File: config.mk
export PLATFORM = sky130hd
export DESIGN_NAME = clk_gate_ctrl_icg
export DESIGN_NICKNAME = d
export VERILOG_FILES = /design/src/rtl/clk_gate_ctrl_pkg.sv /design/src/rtl/clk_gate_ctrl_icg.sv /design/src/rtl/clk_gate_ctrl.sv
export SDC_FILE = /design/constraint.sdc
export NUM_CORES = 1
export LEC_CHECK = 0
export CAP_MARGIN = 40
export CELL_PAD_IN_SITES_DETAIL_PLACEMENT = 1
export CELL_PAD_IN_SITES_GLOBAL_PLACEMENT = 2
export CORE_UTILIZATION = 26
export CTS_CLUSTER_SIZE = 20
export DETAILED_ROUTE_END_ITERATION = 8
export PLACE_DENSITY = 0.82
export SYNTH_ARGS = -nofsm -noshare
export SYNTH_HDL_FRONTEND = slang
export SYNTH_SLANG_ARGS = --single-unit
File: constraint.sdc
create_clock -name clk_i -period 2 [get_ports clk_i]
set_input_delay 0.4 -clock clk_i [delete_from_list [all_inputs] [get_ports clk_i]]
set_output_delay 0.4 -clock clk_i [all_outputs]
set_load 0.02 [all_outputs]
File: src/rtl/clk_gate_ctrl_pkg.sv
// Shared types and widths for the automatic clock-gating controller.
package clk_gate_ctrl_pkg;

    localparam int unsigned STATE_W    = 3;
    localparam int unsigned STAT_CNT_W = 32;

    typedef enum logic [STATE_W-1:0] {
        ST_ON   = 3'd0,
        ST_IDLE = 3'd1,
        ST_REQ  = 3'd2,
        ST_OFF  = 3'd3,
        ST_WAKE = 3'd4
    } state_e;

endpackage

File: src/rtl/clk_gate_ctrl_icg.sv
// Controller plus behavioural latch-based clock gate, exposing the gated clock.
// Passes through the CLK_GATE_CTRL_STAT_EN statistics ports when enabled.
module clk_icg (
    input  logic clk_i,
    input  logic en_i,
    input  logic te_i,
    output logic gclk_o
);

    logic en_l;

    // Transparent while the clock is low so the enable is stable across the high phase.
    always_latch begin
        if (!clk_i) begin
            en_l <= en_i | te_i;
        end
    end

    assign gclk_o = clk_i & en_l;

endmodule

module clk_gate_ctrl_icg
    import clk_gate_ctrl_pkg::*;
#(
    parameter int unsigned CNT_WIDTH = 8,
    parameter int unsigned WAKE_HOLD = 2
) (
    input  logic                  clk_i,
    input  logic                  rst_i,
    input  logic                  busy_i,
    input  logic                  wake_i,
    input  logic                  force_on_i,
    input  logic [CNT_WIDTH-1:0]  idle_thr_i,
    output logic                  slp_req_o,
    input  logic                  slp_ack_i,
    input  logic                  scan_en_i,
    output logic                  en_o,
    output logic                  gated_o,
`ifdef CLK_GATE_CTRL_STAT_EN
    output logic [STAT_CNT_W-1:0] gate_cnt_o,
    output logic                  gate_evt_o,
`endif
    output logic [STATE_W-1:0]    state_o,
    output logic                  gclk_o
);

    clk_gate_ctrl #(
        .CNT_WIDTH (CNT_WIDTH),
        .WAKE_HOLD (WAKE_HOLD)
    ) u_ctrl (
        .clk_i      (clk_i),
        .rst_i      (rst_i),
        .busy_i     (busy_i),
        .wake_i     (wake_i),
        .force_on_i (force_on_i),
        .idle_thr_i (idle_thr_i),
        .slp_req_o  (slp_req_o),
        .slp_ack_i  (slp_ack_i),
        .en_o       (en_o),
        .gated_o    (gated_o),
`ifdef CLK_GATE_CTRL_STAT_EN
        .gate_cnt_o (gate_cnt_o),
        .gate_evt_o (gate_evt_o),
`endif
        .state_o    (state_o)
    );

    clk_icg u_icg (
        .clk_i  (clk_i),
        .en_i   (en_o),
        .te_i   (scan_en_i),
        .gclk_o (gclk_o)
    );

endmodule

File: src/rtl/clk_gate_ctrl.sv
// Idle-driven clock-gate enable controller with a four-phase sleep handshake.
// Optional gating statistics (gate_cnt_o, gate_evt_o) under CLK_GATE_CTRL_STAT_EN.
module clk_gate_ctrl
    import clk_gate_ctrl_pkg::*;
#(
    parameter int unsigned CNT_WIDTH = 8,
    parameter int unsigned WAKE_HOLD = 2
) (
    input  logic                  clk_i,
    input  logic                  rst_i,
    input  logic                  busy_i,
    input  logic                  wake_i,
    input  logic                  force_on_i,
    input  logic [CNT_WIDTH-1:0]  idle_thr_i,
    output logic                  slp_req_o,
    input  logic                  slp_ack_i,
    output logic                  en_o,
    output logic                  gated_o,
`ifdef CLK_GATE_CTRL_STAT_EN
    output logic [STAT_CNT_W-1:0] gate_cnt_o,
    output logic                  gate_evt_o,
`endif
    output logic [STATE_W-1:0]    state_o
);

    localparam int unsigned HOLD_W = $clog2(WAKE_HOLD + 2);

    state_e               state_q, state_d;
    logic [CNT_WIDTH-1:0] cnt_q, cnt_d;
    logic [HOLD_W-1:0]    hold_q, hold_d;
    logic                 en_q, en_d;
    logic                 req_q, req_d;
    logic                 gated_q, gated_d;
    logic                 wake_c;

    always_ff @(posedge clk_i) begin
        if (rst_i) begin
            state_q <= ST_ON;
            cnt_q   <= '0;
            hold_q  <= '0;
            en_q    <= 1'b1;
            req_q   <= 1'b0;
            gated_q <= 1'b0;
        end else begin
            state_q <= state_d;
            cnt_q   <= cnt_d;
            hold_q  <= hold_d;
            en_q    <= en_d;
            req_q   <= req_d;
            gated_q <= gated_d;
        end
    end

    // Next state; outputs are decoded from the next state so they register with it.
    always_comb begin
        state_d = state_q;
        cnt_d   = cnt_q;
        hold_d  = '0;
        wake_c  = wake_i | busy_i | force_on_i;

        case (state_q)
            ST_ON: begin
                cnt_d = '0;
                if (!wake_c && (idle_thr_i != '0)) begin
                    state_d = ST_IDLE;
                    cnt_d   = CNT_WIDTH'(1);
                end
            end
            ST_IDLE: begin
                if (wake_c || (idle_thr_i == '0)) begin
                    state_d = ST_ON;
                    cnt_d   = '0;
                end else if (cnt_q >= idle_thr_i) begin
                    state_d = ST_REQ;
                    cnt_d   = '0;
                end else if (cnt_q != '1) begin
                    cnt_d = cnt_q + CNT_WIDTH'(1);
                end
            end
            ST_REQ: begin
                if (wake_c) begin
                    state_d = ST_WAKE;
                end else if (slp_ack_i) begin
                    state_d = ST_OFF;
                end
            end
            ST_OFF: begin
                if (wake_c) begin
                    state_d = ST_WAKE;
                end
            end
            ST_WAKE: begin
                // Leave only after req has been seen low and ack has followed it.
                if (!req_q && !slp_ack_i) begin
                    state_d = ST_ON;
                end
            end
            default: begin
                state_d = ST_ON;
                cnt_d   = '0;
            end
        endcase

        if (state_d == ST_WAKE) begin
            if (state_q != ST_WAKE) begin
                hold_d = HOLD_W'(1);
            end else if (hold_q == HOLD_W'(WAKE_HOLD + 1)) begin
                hold_d = hold_q;
            end else begin
                hold_d = hold_q + HOLD_W'(1);
            end
        end

        en_d    = (state_d != ST_OFF);
        gated_d = (state_d == ST_OFF);
        req_d   = (state_d == ST_REQ) || (state_d == ST_OFF) ||
                  ((state_d == ST_WAKE) && (hold_d <= HOLD_W'(WAKE_HOLD)));
    end

    assign en_o      = en_q;
    assign slp_req_o = req_q;
    assign gated_o   = gated_q;
    assign state_o   = state_q;

`ifdef CLK_GATE_CTRL_STAT_EN
    logic [STAT_CNT_W-1:0] gate_cnt_q, gate_cnt_d;
    logic                  gate_evt_q, gate_evt_d;

    always_ff @(posedge clk_i) begin
        if (rst_i) begin
            gate_cnt_q <= '0;
            gate_evt_q <= 1'b0;
        end else begin
            gate_cnt_q <= gate_cnt_d;
            gate_evt_q <= gate_evt_d;
        end
    end

    // Saturating count of cycles spent gated, plus an entry pulse.
    always_comb begin
        gate_cnt_d = gate_cnt_q;
        if ((state_q == ST_OFF) && (gate_cnt_q != '1)) begin
            gate_cnt_d = gate_cnt_q + STAT_CNT_W'(1);
        end
        gate_evt_d = (state_d == ST_OFF) && (state_q != ST_OFF);
    end

    assign gate_cnt_o = gate_cnt_q;
    assign gate_evt_o = gate_evt_q;
`endif

endmodule

# Yosys cells after proc, flatten, opt, wreduce, memory -nomap -nowiden
# Cells that the tools add are included.
[totals]
register_bits = 16
latch_bits = 1
inputBits = 15
output_inout_bits = 7
wordCells = 59
[classes]
add_sub_neg = 2
n_lt_le_gt_ge = 2
eq_ne = 12
n_mux = 17
bitwise_logic = 5
n_reduce_logical = 14
[op_table]
columns = ["cell", "count"]
rows = [
  ["8-bit two-way mux", 3],
  ["8-bit one-hot mux with 3 select lines", 1],
  ["3-bit two-way mux", 7],
  ["3-bit one-hot mux with 5 select lines", 1],
  ["3-bit by 2-bit == test with 1-bit output (second input constant)", 4],
  ["8-bit by 1-bit adder with 8-bit output (second input constant)", 1],
  ["8-bit >= comparator", 1],
  ["8-bit logical NOT", 1],
  ["8-bit inequality test (second input constant)", 1],
  ["8-bit nonzero test", 1],
  ["3-bit == test (second input constant)", 2],
  ["2-bit two-way mux", 3],
  ["4-bit by 1-bit inequality test with 1-bit output (second input constant)", 1],
  ["3-bit by 1-bit == test with 1-bit output (second input constant)", 1],
  ["1-bit logical AND", 3],
  ["1-bit logical NOT", 3],
  ["3-bit logical NOT", 1],
  ["1-bit logical OR", 3],
  ["3-bit by 2-bit inequality test with 1-bit output (second input constant)", 1],
  ["3-bit inequality test (second input constant)", 1],
  ["1-bit bitwise OR", 3],
  ["3-bit OR reduction", 1],
  ["2-bit by 1-bit adder with 2-bit output (second input constant)", 1],
  ["2-bit == test (second input constant)", 1],
  ["5 further kinds", 6],
]

# Longest topological paths before layout
[logic_depth]
ltp_word = 11
mapped_depth = 7

# Cells and area by module
# A second synthesis with hierarchy kept.
[hier_totals]
cells_unflattened = 121
area_unflattened_um2 = 1012.2
[by_module_without_submodules]
columns = ["module", "n_inst", "cells_each", "area_each_um2", "seq_area_each_um2"]
rows = [
  ["clk_gate_ctrl", 1, 118, 984.7, 320.3],
  ["clk_icg", 1, 3, 27.5, 0.0],
]

==> impl_metrics.env <==
export IMPL_status="finished with violations"
export IMPL_violations="negative setup slack"
export IMPL_grt_pass1_vias=1106
export IMPL_worst_slew_pin_slew_ns=0.574
export IMPL_pwr_share_seq=0.353
export IMPL_dp_hpwl_mm=2.33
export IMPL_intPower_w=0.000709
export IMPL_die_w_um=64.6
export IMPL_die_h_um=64.6
export IMPL_synthesis_area_um2=1020
export IMPL_cts_tree="done"
export IMPL_finalHoldViolCount=0
export IMPL_layout_setup_ws_ns=-0.419
export IMPL_clkTransAtPathRegs_ns=0.07
export IMPL_maxCapViolations=0
export IMPL_antenna_cells=0
export IMPL_rsz0062_at_grt="true"
export IMPL_vias_per_cell=4.91
export IMPL_synth_warnings=0
export IMPL_ant_nets=0
export IMPL_drc=0
export IMPL_crit_path_start="u_icg.en_l$_DLATCH_N_"
export IMPL_placementRows=22
export IMPL_track_usage=0.160
export IMPL_skew_ns=0.00144
export IMPL_clkPwrFrac=0.566
export IMPL_floorplan_initialDensity=0.274
export IMPL_p_switching_w=0.000239
export IMPL_syn_nets=147
export IMPL_coreArea_um2=3720
export IMPL_synthCells=123
export IMPL_critPathCaptureType="output port"
export IMPL_critPathSlowestCell="dlxtn_1"
export IMPL_ios=22
export IMPL_dieArea_um2=4180
export IMPL_irDropWorstVdd_mv=0.280
export IMPL_setup_violations=2
export IMPL_cpPeakStageDelay_ns=0.39
export IMPL_post_place_ws_ns=-0.665
export IMPL_p_sw_frac=0.252
export IMPL_drv_slew=0
export IMPL_vias=1045
export IMPL_hold_start="u_ctrl.hold_q[0]$_SDFF_PP0_"
export IMPL_drt_first_pass_iters=4
export IMPL_antenna_found_initial=0
export IMPL_max_slew_margin_rel=0.616
export IMPL_ys_ff_latch=17
export IMPL_hold_path_class="reg2reg"
export IMPL_grt_overflow=0
export IMPL_avgSynthCellArea_um2=8.29
export IMPL_power_density_nw_per_um2=609
export IMPL_leakage_nw=0.645
export IMPL_grt_pass1_wl_mm=5.06
export IMPL_clk_latency_ns=0.36
export IMPL_crit_type="latch2out"
export IMPL_grt_max_degree=15
export IMPL_syn2layout_area_growth_pct=52.8
export IMPL_drt_iter0_markers=13
export IMPL_crit_required_ns=1.60
export IMPL_cp_arrival_ns=2.02
export IMPL_drive_above_1_share=0.267
export IMPL_place_congestion=0.777
export IMPL_cp_cell_sequence="and2_4 > buf_6"
export IMPL_wl_per_cell_um=14.7
export IMPL_holdWs_ns=0.441
export IMPL_nNetsFinal=190
export IMPL_path_max_fanout=1
export IMPL_combPwrFrac=0.082
export IMPL_start_kind="latch"
export IMPL_cts_hold_buf=0
export IMPL_port_buffers=21
export IMPL_rr_startpoint="u_ctrl.cnt_q[2]$_SDFFE_PP0P_"
export IMPL_wirelength_mm=3.14
export IMPL_synth_cell_types=38
==> final timing paths <==
kind                                       end  cells past startpoint  slack, ns
setup reg to reg  u_ctrl.cnt_q[5]$_SDFFE_PP0P_                      7       0.01
hold / removal     u_ctrl.hold_q[0]$_SDFF_PP0_                      1       0.44
hold reg to reg    u_ctrl.hold_q[0]$_SDFF_PP0_                      1       0.44
setup / recovery                        gclk_o                      2      -0.42
==> synth_stat cells (all sizes together) <==
library cell | n | share of area
a211oi | 1 | 0.0074
a21o | 2 | 0.015
a21oi | 7 | 0.034
a31oi | 2 | 0.012
a41o | 1 | 0.0098
and2 | 2 | 0.012
and3 | 2 | 0.012
buf | 1 | 0.0049
clkbuf | 1 | 0.0037
dfxtp | 16 | 0.31
dlxtn | 1 | 0.015
ha | 9 | 0.11
inv | 12 | 0.044
mux2i | 2 | 0.020
nand2 | 8 | 0.029
nand2b | 4 | 0.025
nand3 | 3 | 0.015
nand3b | 1 | 0.0074
nand4 | 1 | 0.0061
nor2 | 6 | 0.022
nor3 | 7 | 0.034
nor3b | 2 | 0.015
nor4 | 3 | 0.031
nor4b | 1 | 0.0086
o211ai | 1 | 0.0074
o21a | 2 | 0.015
o21ai | 9 | 0.044
o22ai | 1 | 0.0061
o31a | 1 | 0.0086
o31ai | 4 | 0.034
o32a | 1 | 0.0098
or2 | 1 | 0.0061
or3 | 3 | 0.023
or3b | 1 | 0.0086
or4 | 4 | 0.029
==> metal layers <==
layer	GRT usage	vias to the layer above	wire, µm
met5	0	-	0
met4	0.0722	0	31
met3	0.0246	4	40
met2	0.289	14	1640
met1	0.182	490	1420
li1	-	537	-
==> timing repair <==
item / CTS / global route
pin swaps: 8 / 2
gates resized for setup: 23 / 4
setup endpoints to repair: 12 / 8
buffers inserted: 2 / 2
==> metrics by stage <==
step	std cells	instance area (µm²)	power, W	setup TNS, ns	util
3_5_place_dp	202	1370	0.000496	-6.53	0.369
4_1_cts	211	1530	0.000950	-0.441	0.410
2_1_floorplan	123	1020	0.000411	0	-
5_1_grt	213	1560	0.000980	-0.524	0.419
3_3_place_gp	202	1370	0.000494	-5.74	0.369
6_report	213	1560	0.000948	-0.419	0.419
==> critical path, delay by kind of cell, from the launching register on <==
family	cells	cell delay [ns]
buf+inv	1	0.10
simple gates	1	0.13
latches	1	0.39
==> cell type report <==
cell class              instances  area (µm²)
fillers                       445        2160
flip-flops and latches         17         339
well taps                      48        60.1
inverters                      12        45.0
multi-input cells              92         696
clock inverters                 1        5.00
repair buffers                 36         319
clock buffers                   7        93.8
==> logic make-up after synthesis <==
kind of cell / after synthesis / share of synthesized area
multiplexers: 2 / 0.0196
AND/OR/NAND/NOR: 49 / 0.285
adder cells (fa/ha/maj): 9 / 0.110
AO/OA/AOI/OAI: 32 / 0.204
latches: 1 / 0.0147
buffers and inverters: 14 / 0.0527
flip-flops: 16 / 0.314
==> state kept, by name, indices dropped and copies added (netlist names) <==
register / count
u_ctrl.state_o: 3
u_ctrl.slp_req_o: 1
u_ctrl.gated_o: 1
u_ctrl.hold_q: 2
u_ctrl.en_o: 1
u_icg.en_l: 1
u_ctrl.cnt_q: 8
==> cells in the final DEF (no fill, tap or decap), types with 4 or more instances in the layout <==
master / synthesis / routed
clkbuf_8: 0 / 6
a21oi_1: 7 / 4
o21ai_0: 9 / 9
ha_1: 9 / 5
dfxtp_1: 16 / 13
inv_1: 12 / 12
nor2_1: 6 / 6
nor3_1: 7 / 6
nand2b_1: 4 / 4
clkdlybuf4s50_1: 0 / 16
nand2_1: 8 / 8
dlygate4sd2_1: 0 / 4
buf_4: 0 / 15
==> power groups by stage <==
stage	registers, W	logic (W)	clock network (W)
floorplan	0.000343	0.0000240	0.0000432
global placement	0.000343	0.0000697	0.0000813
detailed placement	0.000342	0.0000721	0.0000813
CTS	0.000335	0.0000743	0.000541
global route	0.000335	0.0000845	0.000561
finish	0.000334	0.0000773	0.000536
Note: power is estimated with default switching activity, not from simulation.
